===== config.mk =====
export PLATFORM = sky130hd
export DESIGN_NAME = crc32_append
export DESIGN_NICKNAME = d
export VERILOG_FILES = /design/src/rtl/crc32_append.sv
export SDC_FILE = /design/constraint.sdc
export NUM_CORES = 1
export LEC_CHECK = 0
export CAP_MARGIN = 20
export CORE_MARGIN = 10
export CORE_UTILIZATION = 41
export DETAILED_ROUTE_END_ITERATION = 12
export SLEW_MARGIN = 10
export SYNTH_ARGS = -nofsm -noshare
export SYNTH_HDL_FRONTEND = slang
export SYNTH_SLANG_ARGS = --single-unit

===== constraint.sdc =====
create_clock -name clk -period 2.2 [get_ports clk]
set_clock_uncertainty 0.05 [all_clocks]
set_input_delay 0.44 -clock clk [delete_from_list [all_inputs] [get_ports clk]]
set_output_delay 0.44 -clock clk [all_outputs]
set_load 0.01 [all_outputs]

===== src/rtl/crc32_append.sv =====
// Transmit FCS generator: pads short frames, appends IEEE 802.3 CRC-32 (LSB byte first), moves eop to last FCS byte.
// Latency: one registered output stage; accepted byte appears next cycle. Upstream stalled during pad/FCS and on output stall.
// Backpressure: output register loads when !out_valid || stream_out_ready; stream_in_ready is combinational from stream_out_ready.
`timescale 1ns/1ps
module crc32_append #(
    parameter int          P_MIN_LEN  = 60,
    parameter logic [7:0]  P_PAD_BYTE = 8'h00
) (
    input  logic       clk,
    input  logic       rst_n,
    input  logic       stream_in_startofpacket,
    input  logic       stream_in_endofpacket,
    input  logic       stream_in_valid,
    input  logic [7:0] stream_in_data,
    input  logic       stream_in_error,
    output logic       stream_in_ready,
    output logic       stream_out_startofpacket,
    output logic       stream_out_endofpacket,
    output logic       stream_out_valid,
    output logic [7:0] stream_out_data,
    output logic       stream_out_error,
    input  logic       stream_out_ready
);

    localparam logic [1:0]  S_IDLE  = 2'd0;
    localparam logic [1:0]  S_DATA  = 2'd1;
    localparam logic [1:0]  S_PAD   = 2'd2;
    localparam logic [1:0]  S_FCS   = 2'd3;
    localparam logic [16:0] MIN_LEN = 17'(P_MIN_LEN);

    // Reflected CRC-32, one byte per call.
    function automatic logic [31:0] crc_byte(input logic [31:0] c, input logic [7:0] d);
        logic [31:0] r;
        r = c ^ {24'h0, d};
        for (int b = 0; b < 8; b++)
            r = r[0] ? ((r >> 1) ^ 32'hEDB88320) : (r >> 1);
        return r;
    endfunction

    logic [1:0]  state, state_n;
    logic [31:0] crc, crc_n;
    logic [15:0] cnt, cnt_n, cnt_inc;
    logic        sticky, sticky_n;
    logic [1:0]  fcs_idx, fcs_idx_n;
    logic        load, accept, emit;
    logic        nxt_sop, nxt_eop, nxt_err;
    logic [7:0]  nxt_dat, crc_sel;

    assign load            = !stream_out_valid || stream_out_ready;
    assign stream_in_ready = rst_n && ((state == S_IDLE) || (state == S_DATA)) && load;
    assign accept          = stream_in_valid && stream_in_ready;
    assign cnt_inc         = (cnt == 16'hFFFF) ? cnt : cnt + 16'd1;
    assign crc_sel         = crc[{fcs_idx, 3'b000} +: 8];

    always_comb begin
        state_n   = state;
        crc_n     = crc;
        cnt_n     = cnt;
        sticky_n  = sticky;
        fcs_idx_n = fcs_idx;
        emit      = 1'b0;
        nxt_sop   = 1'b0;
        nxt_eop   = 1'b0;
        nxt_err   = 1'b0;
        nxt_dat   = 8'h00;
        case (state)
            S_IDLE: begin
                // Beats without sop are swallowed here.
                if (accept && stream_in_startofpacket) begin
                    emit      = 1'b1;
                    nxt_sop   = 1'b1;
                    nxt_err   = stream_in_error;
                    nxt_dat   = stream_in_data;
                    crc_n     = crc_byte(32'hFFFFFFFF, stream_in_data);
                    cnt_n     = 16'd1;
                    sticky_n  = stream_in_error;
                    fcs_idx_n = 2'd0;
                    if (stream_in_endofpacket)
                        state_n = (MIN_LEN > 17'd1) ? S_PAD : S_FCS;
                    else
                        state_n = S_DATA;
                end
            end
            S_DATA: begin
                if (accept) begin
                    emit     = 1'b1;
                    nxt_err  = stream_in_error;
                    nxt_dat  = stream_in_data;
                    crc_n    = crc_byte(crc, stream_in_data);
                    cnt_n    = cnt_inc;
                    sticky_n = sticky | stream_in_error;
                    if (stream_in_endofpacket)
                        state_n = ({1'b0, cnt_inc} < MIN_LEN) ? S_PAD : S_FCS;
                end
            end
            S_PAD: begin
                if (load) begin
                    emit    = 1'b1;
                    nxt_dat = P_PAD_BYTE;
                    crc_n   = crc_byte(crc, P_PAD_BYTE);
                    cnt_n   = cnt_inc;
                    if ({1'b0, cnt_inc} >= MIN_LEN)
                        state_n = S_FCS;
                end
            end
            S_FCS: begin
                if (load) begin
                    emit      = 1'b1;
                    // An errored frame sends the raw register, i.e. the inverted FCS.
                    nxt_dat   = sticky ? crc_sel : ~crc_sel;
                    nxt_eop   = (fcs_idx == 2'd3);
                    nxt_err   = (fcs_idx == 2'd3) && sticky;
                    fcs_idx_n = fcs_idx + 2'd1;
                    if (fcs_idx == 2'd3)
                        state_n = S_IDLE;
                end
            end
            default: state_n = S_IDLE;
        endcase
    end

    always_ff @(posedge clk or negedge rst_n) begin
        if (!rst_n) begin
            state                    <= S_IDLE;
            crc                      <= 32'hFFFFFFFF;
            cnt                      <= 16'd0;
            sticky                   <= 1'b0;
            fcs_idx                  <= 2'd0;
            stream_out_valid         <= 1'b0;
            stream_out_data          <= 8'h00;
            stream_out_startofpacket <= 1'b0;
            stream_out_endofpacket   <= 1'b0;
            stream_out_error         <= 1'b0;
        end else begin
            state   <= state_n;
            crc     <= crc_n;
            cnt     <= cnt_n;
            sticky  <= sticky_n;
            fcs_idx <= fcs_idx_n;
            if (load) begin
                stream_out_valid <= emit;
                if (emit) begin
                    stream_out_data          <= nxt_dat;
                    stream_out_startofpacket <= nxt_sop;
                    stream_out_endofpacket   <= nxt_eop;
                    stream_out_error         <= nxt_err;
                end
            end
        end
    end

endmodule


# After elaboration in Yosys (flattened, before gate mapping)
# Index checks and enable logic that the tools add are counted.
dict set report word_totals {
  ff_bits 65
  in_bits 15
}
dict set report op_classes {
  add_sub_neg 2
  n_lt_le_gt_ge 2
  n_eq_ne 12
  shift 1
  n_mux 62
  n_bitwise 28
  n_reduce_logical 18
}
# op count
set ops {}
lappend ops {{32-bit two-way mux} 27}
lappend ops {{13-bit NOT with 14-bit output} 24}
lappend ops {{32-bit one-hot mux with 3 select lines} 1}
lappend ops {{16-bit two-way mux} 4}
lappend ops {{16-bit one-hot mux with 3 select lines} 1}
lappend ops {{8-bit NOT with 32-bit output} 1}
lappend ops {{8-bit one-hot mux with 4 select lines} 1}
lappend ops {{32-bit by 6-bit indexed part select with 8-bit output} 1}
lappend ops {{32-bit by 8-bit bitwise XOR with 32-bit output} 1}
lappend ops {{8-bit two-way mux} 3}
lappend ops {{2-bit two-way mux} 10}
lappend ops {{16-bit by 1-bit adder with 16-bit output (second input constant)} 1}
lappend ops {{16-bit == test (second input constant)} 1}
lappend ops {{16-bit by 6-bit >= comparator with 1-bit output (second input constant)} 1}
lappend ops {{16-bit by 6-bit < comparator with 1-bit output (second input constant)} 1}
lappend ops {{2-bit != test (second input constant)} 6}
lappend ops {{1-bit two-way mux} 10}
lappend ops {{8-bit NOT} 1}
lappend ops {{2-bit one-hot mux with 4 select lines} 1}
lappend ops {{7-bit AND reduction} 1}
lappend ops {{2-bit == test (second input constant)} 3}
lappend ops {{1-bit one-hot mux with 3 select lines} 2}
lappend ops {{3-bit AND reduction} 2}
lappend ops {{1-bit logical AND} 5}
lappend ops {{14 further kinds} 16}

# Logic depth before layout (Yosys ltp)
dict set report logic_depth {
  word_depth 19
  depth_mapped 11
}

# Worst setup path before layout
# Ideal clock, no wire load.
dict set report synth_timing {
  path_type {reg2reg}
  from {reg state[1]}
  to {reg stream_out_data[2]}
  arrival_ns 2.297
  t_required_ns 2.014
  path_slack_ns -0.283
  stages_incl_launch_ff 11
  n_path_buf 3
  path_cell_list {dfrtp_1 > inv_1 > ha_1 > clkbuf_8 > or2_1 > and4_1 > and2_1 > clkbuf_1 > o2bb2ai_1 > clkbuf_1 > o21ai_0}
}
dict set report synth_via {
  elab_chain_len 9
  elab_cells_between_ends 17
}
# element line_no
set synth_rtl {}
lappend synth_rtl {{from (decl)} 40} ;# logic [1:0] state, state_n;
lappend synth_rtl {{from (signal assigned)} 135} ;# state <= state_n;
lappend synth_rtl {{2-bit by 1-bit == test with 1-bit output or 2-bit logical NOT (tied branches)} {50, 66}}
lappend synth_rtl {{1-bit logical OR} 50} ;# assign stream_in_ready = rst_n && ((state == S_IDLE) || (state == S_DATA)) && load;
lappend synth_rtl {{1-bit logical AND (2 in a row)} 50}
lappend synth_rtl {{1-bit logical AND} 51} ;# assign accept = stream_in_valid && stream_in_ready;
lappend synth_rtl {{1-bit logical AND} 69} ;# if (accept && stream_in_startofpacket) begin
lappend synth_rtl {{1-bit two-way mux} 69}
lappend synth_rtl {{1-bit one-hot mux with 3 select lines} 66} ;# case (state)
lappend synth_rtl {{2-bit AND reduction (no line)} --}
lappend synth_rtl {{to (signal assigned)} 143} ;# stream_out_data <= nxt_dat;
lappend synth_rtl {{to (decl)} 20} ;# output logic [7:0] stream_out_data,
# Parallel ways exist; a longest one is shown, timed or not.
# A chain may end at the register's enable or synchronous reset.

# Final worst setup path
dict set report layout_timing {
  from {reg crc[1]}
  to {reg crc[20]}
}
dict set report layout_via {
  elab_chain_len 15
  elab_cells_between_ends 28
}
# element line_no
set layout_rtl {}
lappend layout_rtl {{from (decl)} 41} ;# logic [31:0] crc, crc_n;
lappend layout_rtl {{from (signal assigned)} 136} ;# crc <= crc_n;
lappend layout_rtl {{32-bit by 8-bit bitwise XOR with 32-bit output} 34} ;# r = c ^ {24'h0, d};
lappend layout_rtl {{32-bit two-way mux (3 in a row)} 36} ;# r = r[0] ? ((r >> 1) ^ 32'hEDB88320) : (r >> 1);
lappend layout_rtl {{13-bit NOT with 14-bit output (no line)} --}
lappend layout_rtl {{32-bit two-way mux} 36}
lappend layout_rtl {{13-bit NOT with 14-bit output (no line)} --}
lappend layout_rtl {{32-bit two-way mux (2 in a row)} 36}
lappend layout_rtl {{13-bit NOT with 14-bit output (no line)} --}
lappend layout_rtl {{32-bit two-way mux} 36}
lappend layout_rtl {{13-bit NOT with 14-bit output (no line)} --}
lappend layout_rtl {{32-bit two-way mux} 36}
lappend layout_rtl {{32-bit two-way mux} 85} ;# if (accept) begin
lappend layout_rtl {{32-bit one-hot mux with 3 select lines (*)} 66}
# Every way passes the cells marked *; elsewhere a longest branch is shown, timed or not. The select of a mux whose other input is x is not followed.

==> metrics.txt <==
prevailing post-synth register cell dfrtp_1; Worst Setup Start Kind register; Register-to-Register Path Depth 6; Worst R2R Start crc[1]$_DFFE_PN1P_; Iteration-0 DRC Markers 459; setup violators final 0; vias in the first global route 5568; most common cell after layout, fill and taps aside buf_4; Setup crit start crc[1]$_DFFE_PN1P_; FILL cells 1233; Layout area overhead 34.9%; EDFF count, synth 0; critical setup path kind reg -> reg; # IOs 28; max-slew violations 0; post-synthesis net count 684; # nets final 819; M1 WL 8630 um; register area share after synthesis 0.276; FP Rows 44; routability cong. 0.941; largest net degree at the start of global routing between 60 and 70; GRT overflow 0; HPWL after DPL 13900 um; Max Cap Violations 0; drt total wl 19500 um; Antenna Violating Nets Remaining 0; met3 WL around 1300 um; CP Data Arrival Time 2400 ps; gr usage total 0.193; Num CTS Buffers 9; Cell variety after synth 67; Crit Path Max Fanout 3; H-tree depth 3; Tmin final 2180 ps; DRT Pass-1 Iters 7; initial antenna violation count 0; Synth Instances 662; Slew HR 0.440; Vias/cell 5.71; ratio of cells with drive above 1 in the final layout 0.364; asr flop ratio synth 1.00; die height 141 um; Worst Setup End Kind register; Ant. Diodes 0; RSZ-0062 raised after global routing yes; CTS tree done; Syn Area/Cell 9.12 um^2; hold slack about 1.7 ps; Final period util 0.992; Initial Util 0.417; Worst Slack Setup Final around 17 ps; root buffer cell clkbuf_16; WL met2 between 9000 and 10000 um; Syn. warnings 0; Slew @ Worst Pin between 800 and 900 ps; post-synthesis instance area 6040 um^2; final hold vios 0; first-pass GRT wire length 30800 um; Port Buffers 27; Yosys reg bits 65; commonest non-fill, non-tap cells in the layout 141 x buf_4, 101 x xnor2_1, 53 x nand2_1; WL per Instance 19.7 um; run status finished, final reports clean; Chip Width between 100 and 150 um; vias between 5000 and 6000; Crit path required time 2410 ps; core area about 14000 um^2; pre-CTS worst setup slack -494 ps; Hold Path Class in -> async; residual DRC count 0; CTS max path bufs 2; max layer used met4; fmax 458 MHz; CTS clk-pin slew, worst paths 60 ps; die area 20000 um^2; CTS Sinks between 60 and 70; Clk Latency, worst-skew pair 340 ps
worst paths after layout:
path	end	slack, ps
min in group clk	stream_out_endofpacket$_DFFE_PN0P_	430
min	sticky$_DFFE_PN0P_	2
max	crc[20]$_DFFE_PN1P_	20
min reg2reg	stream_out_endofpacket$_DFFE_PN0P_	430
max reg2reg	crc[20]$_DFFE_PN1P_	20
max in group asynchronous	cnt[1]$_DFFE_PN0P_	1170
kinds of logic (layout without fill, tap and decap cells):
logic type               count (synthesis)  after routing  synth area share
AO/OA/AOI/OAI                          183            183             0.194
XOR/XNOR                               172            172             0.293
AND/OR/NAND/NOR                        153            153             0.119
flip-flops                              65             65             0.276
buffers and inverters                   65            205            0.0574
multiplexers                            17             17            0.0462
adder cells (fa/ha/maj)                  7              7            0.0145
critical path: stages, from the launching register on:
cell and delay (ps):
dfstp_2 570, xor2_2 170, xnor3_2 480, xnor2_2 210, xnor3_1 240, nand2b_4 150, a211oi_2 230
area by class of cell:
| cell class | count | area [um^2] | share of cell area |
|---|---|---|---|
| tap | 184 | 230 | 0.0283 |
| timing repair buffer | 182 | 1540 | 0.189 |
| multi-input combinational | 532 | 4370 | 0.536 |
| inverter | 7 | 28.8 | 0.00353 |
| clock buffer | 15 | 288 | 0.0353 |
| clock inverter | 1 | 7.51 | 0.000922 |
| sequential | 65 | 1680 | 0.206 |
stage by stage:
step                      cell area [um^2]   util  instances  TNS (ps)
after floorplan                       6110      -        662         0
after global placement                7290  0.504        941    -11610
after detailed placement              7290  0.504        941    -13000
after CTS                             7850  0.542        976         0
after global routing                  8140  0.562        986      -279
final                                 8140  0.562        986         0
state kept, by name, indices dropped and copies added (netlist names):
name	cells
cnt	16
stream_out_data	8
stream_out_valid	1
stream_out_endofpacket	1
sticky	1
fcs_idx	2
crc	32
stream_out_error	1
stream_out_startofpacket	1
state	2
timing repair:
item                                    in CTS  in global routing
setup buffers                               19                 10
pin swaps                                   18                 21
gates resized for setup                     31                 46
hold buffers                                 0                  0
endpoints found under the setup margin      14                 25
cloned                                       0                  0
synthesized netlist by cell type (4+ instances only):
cell type    n  area share
a22oi_1     18       0.022
a21oi_1     38       0.032
a31oi_1     12       0.012
xnor2_4      7       0.032
xnor2_2      4       0.011
and4_1       4      0.0058
buf_2        9      0.0075
ha_1         7       0.015
nand3_1     17       0.014
clkbuf_1    38       0.024
nor3_1      10      0.0083
mux4_2       8       0.030
mux2_2       6       0.011
buf_6        4      0.0075
nand2_1     54       0.034
xnor2_1    109        0.16
dfrtp_1     33        0.14
dfstp_2     32        0.14
clkbuf_8     5       0.011
o21ai_1     18       0.015
a41oi_1      4      0.0058
inv_1        6      0.0037
nand2b_1     7      0.0073
a22o_1       6      0.0087
o22ai_1      8      0.0083
and3_1       6      0.0062
nor2_1      38       0.024
xor2_1      44       0.064
xnor3_1      4       0.015
a221oi_1     9       0.013
o21ai_0     35       0.029
o31ai_1      9       0.011
per-layer routing:
| layer | track usage | up-vias |
|---|---|---|
| met5 | 0 | - |
| met4 | 0.0620 | 0 |
| met3 | 0.0367 | 29 |
| met1 | 0.259 | 2754 |
| met2 | 0.307 | 232 |
| li1 | - | 2613 |
Power is left out: the tool's default activity adds up to more than one toggle a clock period on the data nets, which glitch-free logic cannot reach.
